### config.mk
export PLATFORM = sky130hd
export DESIGN_NAME = rua_loader_flat
export DESIGN_NICKNAME = d
export VERILOG_FILES = /design/src/rtl/rua_loader_if.sv /design/src/rtl/rua_loader.sv /design/src/flat_wrapper.sv
export SDC_FILE = /design/constraint.sdc
export NUM_CORES = 1
export LEC_CHECK = 0
export CAP_MARGIN = 25
export CORE_MARGIN = 2
export CORE_UTILIZATION = 57
export CTS_CLUSTER_DIAMETER = 40
export DETAILED_ROUTE_END_ITERATION = 7
export PLACE_DENSITY_LB_ADDON = 0.25
export SETUP_SLACK_MARGIN = 0.15
export SKIP_CTS_REPAIR_TIMING = 1
export SLEW_MARGIN = 40
export SYNTH_ARGS = -nofsm -noshare
export SYNTH_HDL_FRONTEND = slang
export SYNTH_SLANG_ARGS = --single-unit
### constraint.sdc
create_clock -name clk -period 4.56 [get_ports clk]
set_input_delay 0.456 -clock clk [delete_from_list [all_inputs] [get_ports clk]]
set_output_delay 0.456 -clock clk [all_outputs]
set_load 0.01 [all_outputs]
### src/rtl/rua_loader_if.sv
// ----------------------------------------------------------------------------
// rua_loader_if
// Bundles the byte-stream handshake, the RAM write port and the core status
// lines that connect the boot loader to its environment.
//
// Signals:
//   in_valid, in_data   byte stream offered to the loader
//   in_ready            loader accepts a byte (transfer = in_valid & in_ready)
//   mem_we              one-cycle RAM write strobe
//   mem_addr            RAM word address
//   mem_wdata           RAM write data (one little-endian word)
//   cpu_rst             reset to the rua core
//   done                image loaded and checksum good
//   error               checksum mismatch (sticky until reload/rst)
//
// Modports:
//   master  the loader itself (drives ready, RAM port and status)
//   slave   the environment (byte source, RAM, core)
// ----------------------------------------------------------------------------
interface rua_loader_if #(
    parameter int ADDR_WIDTH = 16,
    parameter int DATA_WIDTH = 32
);
    logic                  in_valid;
    logic [7:0]            in_data;
    logic                  in_ready;
    logic                  mem_we;
    logic [ADDR_WIDTH-1:0] mem_addr;
    logic [DATA_WIDTH-1:0] mem_wdata;
    logic                  cpu_rst;
    logic                  done;
    logic                  error;

    modport master (
        input  in_valid, in_data,
        output in_ready, mem_we, mem_addr, mem_wdata, cpu_rst, done, error
    );

    modport slave (
        output in_valid, in_data,
        input  in_ready, mem_we, mem_addr, mem_wdata, cpu_rst, done, error
    );
endinterface

### src/rtl/rua_loader.sv
// ----------------------------------------------------------------------------
// rua_loader
// Boot loader for the rua core. Receives an image as a byte stream
// (16-bit little-endian word count, 4*N little-endian data bytes, one XOR
// checksum byte over the data bytes), writes each assembled word into the
// instruction/data RAM, and keeps the core in reset until the image is
// complete and its checksum matches.
//
// Ports:
//   clk     single clock, all state on the rising edge
//   rst     asynchronous active-high reset
//   reload  synchronous restart request, honoured in every state
//   bus     rua_loader_if.master: stream handshake, RAM port, status
// ----------------------------------------------------------------------------
module rua_loader #(
    parameter int ADDR_WIDTH = 16,
    parameter int DATA_WIDTH = 32
) (
    input  logic         clk,
    input  logic         rst,
    input  logic         reload,
    rua_loader_if.master bus
);

    typedef enum logic [2:0] {
        HDR0,
        HDR1,
        DATA,
        SUM,
        DONE,
        ERR
    } state_t;

    state_t                state_q,    state_d;
    logic [15:0]           count_q,    count_d;
    logic [16:0]           wordCnt_q,  wordCnt_d;
    logic [ADDR_WIDTH-1:0] addr_q,     addr_d;
    logic [1:0]            byteIdx_q,  byteIdx_d;
    logic [23:0]           asm_q,      asm_d;
    logic [7:0]            sum_q,      sum_d;
    logic                  inReady_q,  inReady_d;
    logic                  memWe_q,    memWe_d;
    logic [ADDR_WIDTH-1:0] memAddr_q,  memAddr_d;
    logic [DATA_WIDTH-1:0] memWdata_q, memWdata_d;
    logic                  cpuRst_q,   cpuRst_d;
    logic                  done_q,     done_d;
    logic                  error_q,    error_d;
    logic                  xfer;

    // All state and every output is registered; reset parks the loader in
    // HDR0 with the core held in reset and the byte stream not yet accepted.
    always_ff @(posedge clk or posedge rst) begin
        if (rst) begin
            state_q    <= HDR0;
            count_q    <= '0;
            wordCnt_q  <= '0;
            addr_q     <= '0;
            byteIdx_q  <= '0;
            asm_q      <= '0;
            sum_q      <= '0;
            inReady_q  <= 1'b0;
            memWe_q    <= 1'b0;
            memAddr_q  <= '0;
            memWdata_q <= '0;
            cpuRst_q   <= 1'b1;
            done_q     <= 1'b0;
            error_q    <= 1'b0;
        end else begin
            state_q    <= state_d;
            count_q    <= count_d;
            wordCnt_q  <= wordCnt_d;
            addr_q     <= addr_d;
            byteIdx_q  <= byteIdx_d;
            asm_q      <= asm_d;
            sum_q      <= sum_d;
            inReady_q  <= inReady_d;
            memWe_q    <= memWe_d;
            memAddr_q  <= memAddr_d;
            memWdata_q <= memWdata_d;
            cpuRst_q   <= cpuRst_d;
            done_q     <= done_d;
            error_q    <= error_d;
        end
    end

    // Next-state logic. Only the first three bytes of a word are kept in the
    // assembly register; the fourth goes straight into the write data, so
    // the word is written the cycle after its last byte arrives. Status
    // outputs are derived from the next state so they line up with it.
    always_comb begin
        state_d    = state_q;
        count_d    = count_q;
        wordCnt_d  = wordCnt_q;
        addr_d     = addr_q;
        byteIdx_d  = byteIdx_q;
        asm_d      = asm_q;
        sum_d      = sum_q;
        memWe_d    = 1'b0;
        memAddr_d  = memAddr_q;
        memWdata_d = memWdata_q;
        xfer       = bus.in_valid && inReady_q;

        if (reload) begin
            state_d   = HDR0;
            wordCnt_d = '0;
            addr_d    = '0;
            byteIdx_d = '0;
            asm_d     = '0;
            sum_d     = '0;
        end else if (xfer) begin
            case (state_q)
                HDR0: begin
                    count_d[7:0] = bus.in_data;
                    state_d      = HDR1;
                end
                HDR1: begin
                    count_d[15:8] = bus.in_data;
                    state_d       = ({bus.in_data, count_q[7:0]} == 16'd0) ? SUM : DATA;
                end
                DATA: begin
                    sum_d     = sum_q ^ bus.in_data;
                    byteIdx_d = byteIdx_q + 2'd1;
                    case (byteIdx_q)
                        2'd0: asm_d[7:0]   = bus.in_data;
                        2'd1: asm_d[15:8]  = bus.in_data;
                        2'd2: asm_d[23:16] = bus.in_data;
                        default: begin
                            memWe_d    = 1'b1;
                            memAddr_d  = addr_q;
                            memWdata_d = {bus.in_data, asm_q};
                            addr_d     = addr_q + ADDR_WIDTH'(1);
                            wordCnt_d  = wordCnt_q + 17'd1;
                            // 17-bit compare lets N = 65535 terminate normally
                            if (wordCnt_d == {1'b0, count_q}) begin
                                state_d = SUM;
                            end
                        end
                    endcase
                end
                SUM: begin
                    state_d = (bus.in_data == sum_q) ? DONE : ERR;
                end
                default: begin
                end
            endcase
        end

        // Ready drops for one cycle on reload so a byte offered alongside
        // the restart is not mistaken for the new header.
        inReady_d = !reload && (state_d != DONE) && (state_d != ERR);
        cpuRst_d  = (state_d != DONE);
        done_d    = (state_d == DONE);
        error_d   = (state_d == ERR);
    end

    assign bus.in_ready  = inReady_q;
    assign bus.mem_we    = memWe_q;
    assign bus.mem_addr  = memAddr_q;
    assign bus.mem_wdata = memWdata_q;
    assign bus.cpu_rst   = cpuRst_q;
    assign bus.done      = done_q;
    assign bus.error     = error_q;

endmodule

### src/flat_wrapper.sv
// flat-port wrapper written by rule: the top's interface ports become plain ports
module rua_loader_flat 
#(
    parameter int ADDR_WIDTH = 16,
    parameter int DATA_WIDTH = 32
)
  (clk, rst, reload, bus_in_valid, bus_in_data, bus_in_ready, bus_mem_we, bus_mem_addr, bus_mem_wdata, bus_cpu_rst, bus_done, bus_error);
  rua_loader_if #(.ADDR_WIDTH(ADDR_WIDTH), .DATA_WIDTH(DATA_WIDTH)) bus_i ();
  input  logic clk;
  input  logic rst;
  input  logic reload;
  input wire logic [$bits(bus_i.in_valid)-1:0] bus_in_valid;
  input wire logic [$bits(bus_i.in_data)-1:0] bus_in_data;
  output wire logic [$bits(bus_i.in_ready)-1:0] bus_in_ready;
  output wire logic [$bits(bus_i.mem_we)-1:0] bus_mem_we;
  output wire logic [$bits(bus_i.mem_addr)-1:0] bus_mem_addr;
  output wire logic [$bits(bus_i.mem_wdata)-1:0] bus_mem_wdata;
  output wire logic [$bits(bus_i.cpu_rst)-1:0] bus_cpu_rst;
  output wire logic [$bits(bus_i.done)-1:0] bus_done;
  output wire logic [$bits(bus_i.error)-1:0] bus_error;
  assign bus_i.in_valid = bus_in_valid;
  assign bus_i.in_data = bus_in_data;
  assign bus_in_ready = bus_i.in_ready;
  assign bus_mem_we = bus_i.mem_we;
  assign bus_mem_addr = bus_i.mem_addr;
  assign bus_mem_wdata = bus_i.mem_wdata;
  assign bus_cpu_rst = bus_i.cpu_rst;
  assign bus_done = bus_i.done;
  assign bus_error = bus_i.error;
  rua_loader #(.ADDR_WIDTH(ADDR_WIDTH), .DATA_WIDTH(DATA_WIDTH)) u_core (.clk(clk), .rst(rst), .reload(reload), .bus(bus_i));
endmodule
==> metrics, run 1 <==
Die X=between 100 and 150 µm; Mapped Area=6499 µm²; synth unique cells=51; post-synthesis cell count=between 600 and 700; Critical-path top delay cell=dfrtp_1; placer congestion estimate=0.9230; Port Buffer Count=between 60 and 70; sequential fraction of the synthesis area=roughly 54%; Critical Path RT=between 4000 and 5000 ps; Tcrit/Tclk final=59.80%; Max stage delay on crit path=roughly 480 ps; Synth Net Count=623; full die area=12270 µm²; f_max=366.7 MHz; std cell rows=38; CP Max Fanout=12; synthesized area per cell=about 11 µm²; nets=between 600 and 700; Core Area=10980 µm²; Post-synth EDFFs=0; status=completed; drt first-iter violations=about 270; WS Path Type=reg -> reg; overall power=2916 µW; Initial Util=59.17%; drt pass-1 iters=5; worst r2r src=u_core.wordCnt_q[0]; Routed Wire Length=approximately 14000 µm; CTS tree=done; Routed Antenna Nets=0; Crit. End Element=flip-flop; antenna violations before repair=0; crit-path cells=ha_1 > nand3_1 > nor4_1 > nand4_1 > a22oi_1 > nand4_1 > a221oi_2 > and2_1; number of vias in the routed layout=4707; clk buf depth=2; clock slew at reported path FFs=approximately 70 ps; Syn-to-layout area delta=20.06%; HPWL Detailed=roughly 9000 µm; clock latency on the worst-skew pair=430 ps; number of diodes=0; final slew viol count=0; CP Launch Type=flip-flop; I/O pins=65; H-tree Lvls=4; RSZ-0062 raised after global routing=no; vias in the first global route=approximately 4700; Final Hold Viols=0; Ys Warns=0; HP Class=reg -> reg; crit path time final=around 2700 ps; share of cells above drive strength 1=between 10% and 20%; Crit path arrival time=slightly above 3000 ps; DR vias/cell=just under 6; maximum VDD drop=between 200 and 300 µV; final setup skew=approximately 12 ps; first-pass GRT wire length=~24000 µm; Fin Setup TNS=0 ps; Slew @ Worst Pin=706.0 ps; Main synth FF type=dfrtp_1; GR Util All Layers=between 20% and 30%; fraction of registers with async set/reset=100.0%; relative slew slack=~53%; CP dominant cell by count=nand4_1; root buf cell=clkbuf_16; CP startpoint=u_core.wordCnt_q[0]; Yosys reg bits=139; clk sink count=between 100 and 150; power density over the cells=373.7 nW/µm²; leakage power=around 0.0033 µW; final-report setup violation count=0; largest net degree at the start of global routing=140; hold_sp=u_core.bus.mem_addr[4]; CTS Buf Count=17; total grt overflow=0; max_cap viols=0; wire per inst=about 17 µm; DRC=0; die height=between 100 and 150 µm
[cell usage after synthesis, types with 3 or more instances]
master | n | share of area [%]
buf_4 | 3 | 0.35
nor3_1 | 9 | 0.69
or3_1 | 9 | 0.87
nor2_1 | 53 | 3.1
buf_2 | 6 | 0.46
and3_1 | 3 | 0.29
ha_1 | 6 | 1.2
a21oi_1 | 35 | 2.7
and2_1 | 3 | 0.29
nand4_1 | 13 | 1.3
nor2b_1 | 3 | 0.29
xnor2_1 | 37 | 5.0
o21ai_0 | 11 | 0.85
nand3_1 | 39 | 3.0
inv_1 | 9 | 0.52
clkbuf_1 | 26 | 1.5
a31oi_1 | 4 | 0.38
buf_1 | 3 | 0.17
dfrtp_1 | 138 | 53
xor2_1 | 24 | 3.2
mux2_2 | 64 | 11
nor4_1 | 11 | 1.1
nand2_1 | 61 | 3.5
[area by class of cell]
class | instances | area (µm²)
Multi-Input combinational cell | 417 | 2805
Clock buffer | 19 | 452.9
Timing Repair Buffer | 69 | 698.2
Sequential cell | 139 | 3480
Fill cell | 770 | 3181
Clock inverter | 13 | 155.1
Inverter | 9 | 36.28
Tap cell | 140 | 175.2
[flip-flops by register name, summed over array words and instances, names as in the netlist]
name and cells:
u_core.sum_q 8, u_core.wordCnt_q 17, u_core.bus.mem_addr 16, u_core.bus.error 1, u_core.state_q 3, u_core.bus.in_ready 1, u_core.asm_q 24, u_core.bus.mem_we 1
u_core.bus.done 1, u_core.byteIdx_q 2, u_core.bus.mem_wdata 32, u_core.bus.cpu_rst 1, u_core.addr_q 16, u_core.count_q 16
[final timing paths]
path / cells after the start / to / slack, ps
min in group asynchronous: 3 / u_core.bus.mem_wdata[30] / 580
setup / recovery: 8 / u_core.bus.error / 1830
max in group asynchronous: 3 / u_core.wordCnt_q[14] / 3480
hold reg to reg: 1 / u_core.bus.mem_addr[4] / 500
hold / removal: 1 / u_core.bus.mem_addr[4] / 500
setup reg to reg: 8 / u_core.bus.error / 1830
[layout by cell type, fill, tap and decap left out, drive strengths merged, types with 2 or more instances in the layout]
cell	instances
nor2	53
bufinv	2
nand3b	2
clkdlybuf4s50	63
o21ai	11
a31oi	4
and4	4
ha	6
inv	15
and3	4
and2	3
dfrtp	138
a21oi	35
clkbuf	19
or3	9
buf	6
xor2	24
o21a	2
nand3	40
nor3	9
clkinv	5
nand2	61
nor2b	3
xnor2	37
nor4	11
o211ai	2
nand4	13
mux2	64
nand2b	2
mux2i	2
[per-layer routing]
layer,GRT usage (%),vias to the layer above,share of wire (%),wire length (µm)
li1,-,2196,-,-
met1,30.43,2361,42,5982
met2,40.04,122,50,7105
met3,5.686,28,4.7,667
met4,10.42,0,2.4,340
met5,0,-,0,0
[logic make-up (layout without fill, tap and decap cells)]
family                   count (synthesis)  in the layout  share of synthesized area, %
AND/OR/NAND/NOR                        219            219                         16.27
flip-flops                             139            139                         53.54
multiplexers                            66             66                         11.40
AO/OA/AOI/OAI                           65             65                         5.988
XOR/XNOR                                61             61                         8.221
buffers and inverters                   49            110                         3.427
adder cells (fa/ha/maj)                  6              6                         1.155
[per-stage QoR]
stage	setup slack, ps	hold WS [ps]	std cells	util (%)	cell area [µm²]
floorplan	381.1	479.3	605	-	6499
global placement	1711	487.6	773	65.31	7173
detailed placement	1638	493.9	773	65.31	7173
CTS	1857	508.0	805	70.85	7781
global route	1535	516.2	806	71.04	7802
finish	1833	503.6	806	71.04	7802
[report_power, final]
group	switching, µW	internal [µW]	leakage, µW
Clock	554	848	0.000301
Combinational	104	89.4	0.00108
Sequential	46.5	1270	0.00191
[critical path, delay by kind of cell, from the launching register on]
| family | cells | cell delay [ps] |
|---|---|---|
| flip-flops | 1 | 480 |
| AO/OA/AOI/OAI | 2 | 530 |
| adder cells (fa/ha/maj) | 1 | 330 |
| AND/OR/NAND/NOR | 5 | 1320 |
(Power assumes the default switching activity.)
==> inputs of run 2 (changes only) <==
CORE_UTILIZATION = 51   (was 57)
clock period = 2.3 ns   (was 4.56 ns; I/O delays follow)
==> run 2 against run 1 <==
  * Fmax is 25% higher
  * Hold slack worse by 380 ps
  * Clock skew is 3.8 ps lower
  * Critical endpoint unchanged
  * Highest routed layer unchanged
==> metrics, run 2 (same netlist as run 1, synthesis figures left out) <==
Net Switching=1389 µW; leakage power=~0.0036 µW; CTS tree=done; crit-path cells=and4_2 > nand2_1 > or4_1 > a22oi_1 > nand4_1 > a221oi_2 > and2_1; drt first-iter violations=between 200 and 300; reg-to-reg slack, setup=~120 ps; DR vias/cell=around 5.5; WHS Endpoint=u_core.wordCnt_q[1]; Syn-to-layout area delta=30.34%; I/O pins=between 60 and 70; relative slew slack=between 40% and 50%; maximum VDD drop=558.5 µV; WS Path Type=reg -> reg; Crit path max-delay family=simple AND/OR/NAND/NOR gates; cells on worst reg2reg path=7; crit path time final=2182 ps; WHS Path Cells=2; HPWL Detailed=about 11000 µm; nets=approximately 730; Slew @ Worst Pin=~760 ps; Die X=approximately 120 µm; vias in the first global route=around 5000; root buf cell=clkbuf_16; CP Launch Type=flip-flop; Core Util, Final=between 60% and 70%; drt pass-1 iters=6; Crit. End Element=flip-flop; number of diodes=0; DRC=0; Crit path arrival time=~2500 ps; clk buf depth=2; Clk network pwr share=between 40% and 50%; clk sink count=~140; largest net degree at the start of global routing=slightly below 70; status=completed; Routed Antenna Nets=0; share of cells above drive strength 1=approximately 25%; Worst Path Buf+Inv=0; final setup skew=just over 8 ps; Max stage delay on crit path=roughly 510 ps; clock latency on the worst-skew pair=about 430 ps; Pint=4585 µW; final-report setup violation count=0; antenna violations before repair=0; RSZ-0062 raised after global routing=yes; total grt overflow=0; Core Area=about 13000 µm²; wire per inst=17.14 µm; Routed Wire Length=~15000 µm; Port Buffer Count=64; CTS Buf Count=17; register share of total power=a little over two fifths; Critical-path top delay cell=or4_1; Initial Util=about half; max_cap viols=0; worst r2r src=u_core.wordCnt_q[2]; CP Max Fanout=4; Tcrit/Tclk final=a little over nine tenths; combinational share of power=between 7 and 8%; number of vias in the routed layout=slightly below 5000; die height=~120 µm; f_max=about 460 MHz; std cell rows=between 40 and 50; Largest register FFs=32; Cell Area, Placed=roughly 7700 µm²; HP Class=in -> reg; power density over the cells=slightly above 700 nW/µm²; first-pass GRT wire length=between 20000 and 30000 µm; design area=~8500 µm²; clock slew at reported path FFs=~60 ps; Final Hold Viols=0; most frequent cells in the layout=136 x dfrtp_1, 64 x mux2_2, 63 x clkdlybuf4s50_1, 61 x nand2_1, 55 x buf_4; final slew viol count=0; Critical Path RT=~2700 ps; full die area=13660 µm²; most common cell after layout, fill and taps aside=dfrtp_1; H-tree Lvls=4; Crit Reg-Reg Endpoint=u_core.bus.error; hold_sp=reload; placer congestion estimate=roughly 0.93; switching share of power=23.25%; GR Util All Layers=between 20 and 25%
==> run 2: changes by cell type in the layout (fill, tap and decap cells not counted), sizes merged <==
cell and delta:
clkinvlp +3, inv -4, clkbuf -1, bufinv +2, buf +58
==> run 2: how the worst max path moves through the flow <==
stage | start | end | cells after the start
2_1_floorplan | u_core.wordCnt_q[0] | u_core.bus.error | 9
3_3_place_gp | bus_in_valid | u_core.addr_q[14] | 7
3_5_place_dp | u_core.wordCnt_q[1] | u_core.bus.error | 9
4_1_cts | u_core.wordCnt_q[1] | u_core.bus.error | 9
5_1_grt | u_core.wordCnt_q[2] | u_core.bus.error | 8
6_report | u_core.wordCnt_q[2] | u_core.bus.error | 7
==> run 2: metal layers <==
layer	vias up	global-route usage [%]	part of all wire, %
li1	2310	-	-
met1	2468	30.88	42
met2	144	39.77	50
met3	44	5.149	4.4
met4	0	10.75	3.1
met5	-	0	0
==> run 2: layout make-up <==
| cell class | count | area (µm²) |
|---|---|---|
| fill | 964 | 4046 |
| sequential | 139 | 3482 |
| multi-input combinational | 417 | 2904 |
| tap | 172 | 215.2 |
| inverter | 9 | 37.54 |
| clock inverter | 14 | 192.7 |
| clock buffer | 18 | 439.2 |
| timing repair buffer | 127 | 1200 |
==> run 2: power by group through the flow <==
| stage | Clock (µW) | Combinational (µW) | Sequential (µW) |
|---|---|---|---|
| after detailed placement | 0 | 433 | 2650 |
| after CTS | 2960 | 434 | 2610 |
| after global routing | 3050 | 493 | 2620 |
| after global placement | 0 | 423 | 2650 |
| after floorplan | 0 | 295 | 2620 |
| final | 2910 | 445 | 2620 |
==> run 2: stage by stage <==
stage | power [µW] | setup TNS (ps) | cells | setup slack (ps) | hold slack [ps]
after floorplan | 2916 | 0 | 605 | 186.4 | 293.3
after global placement | 3072 | 0 | 862 | 89.00 | 490.1
after detailed placement | 3086 | -16.89 | 862 | -16.89 | 494.6
after CTS | 6005 | -36.35 | 894 | -36.35 | 108.3
after global routing | 6169 | 0 | 896 | 29.28 | 137.2
final | 5975 | 0 | 896 | 117.8 | 119.7
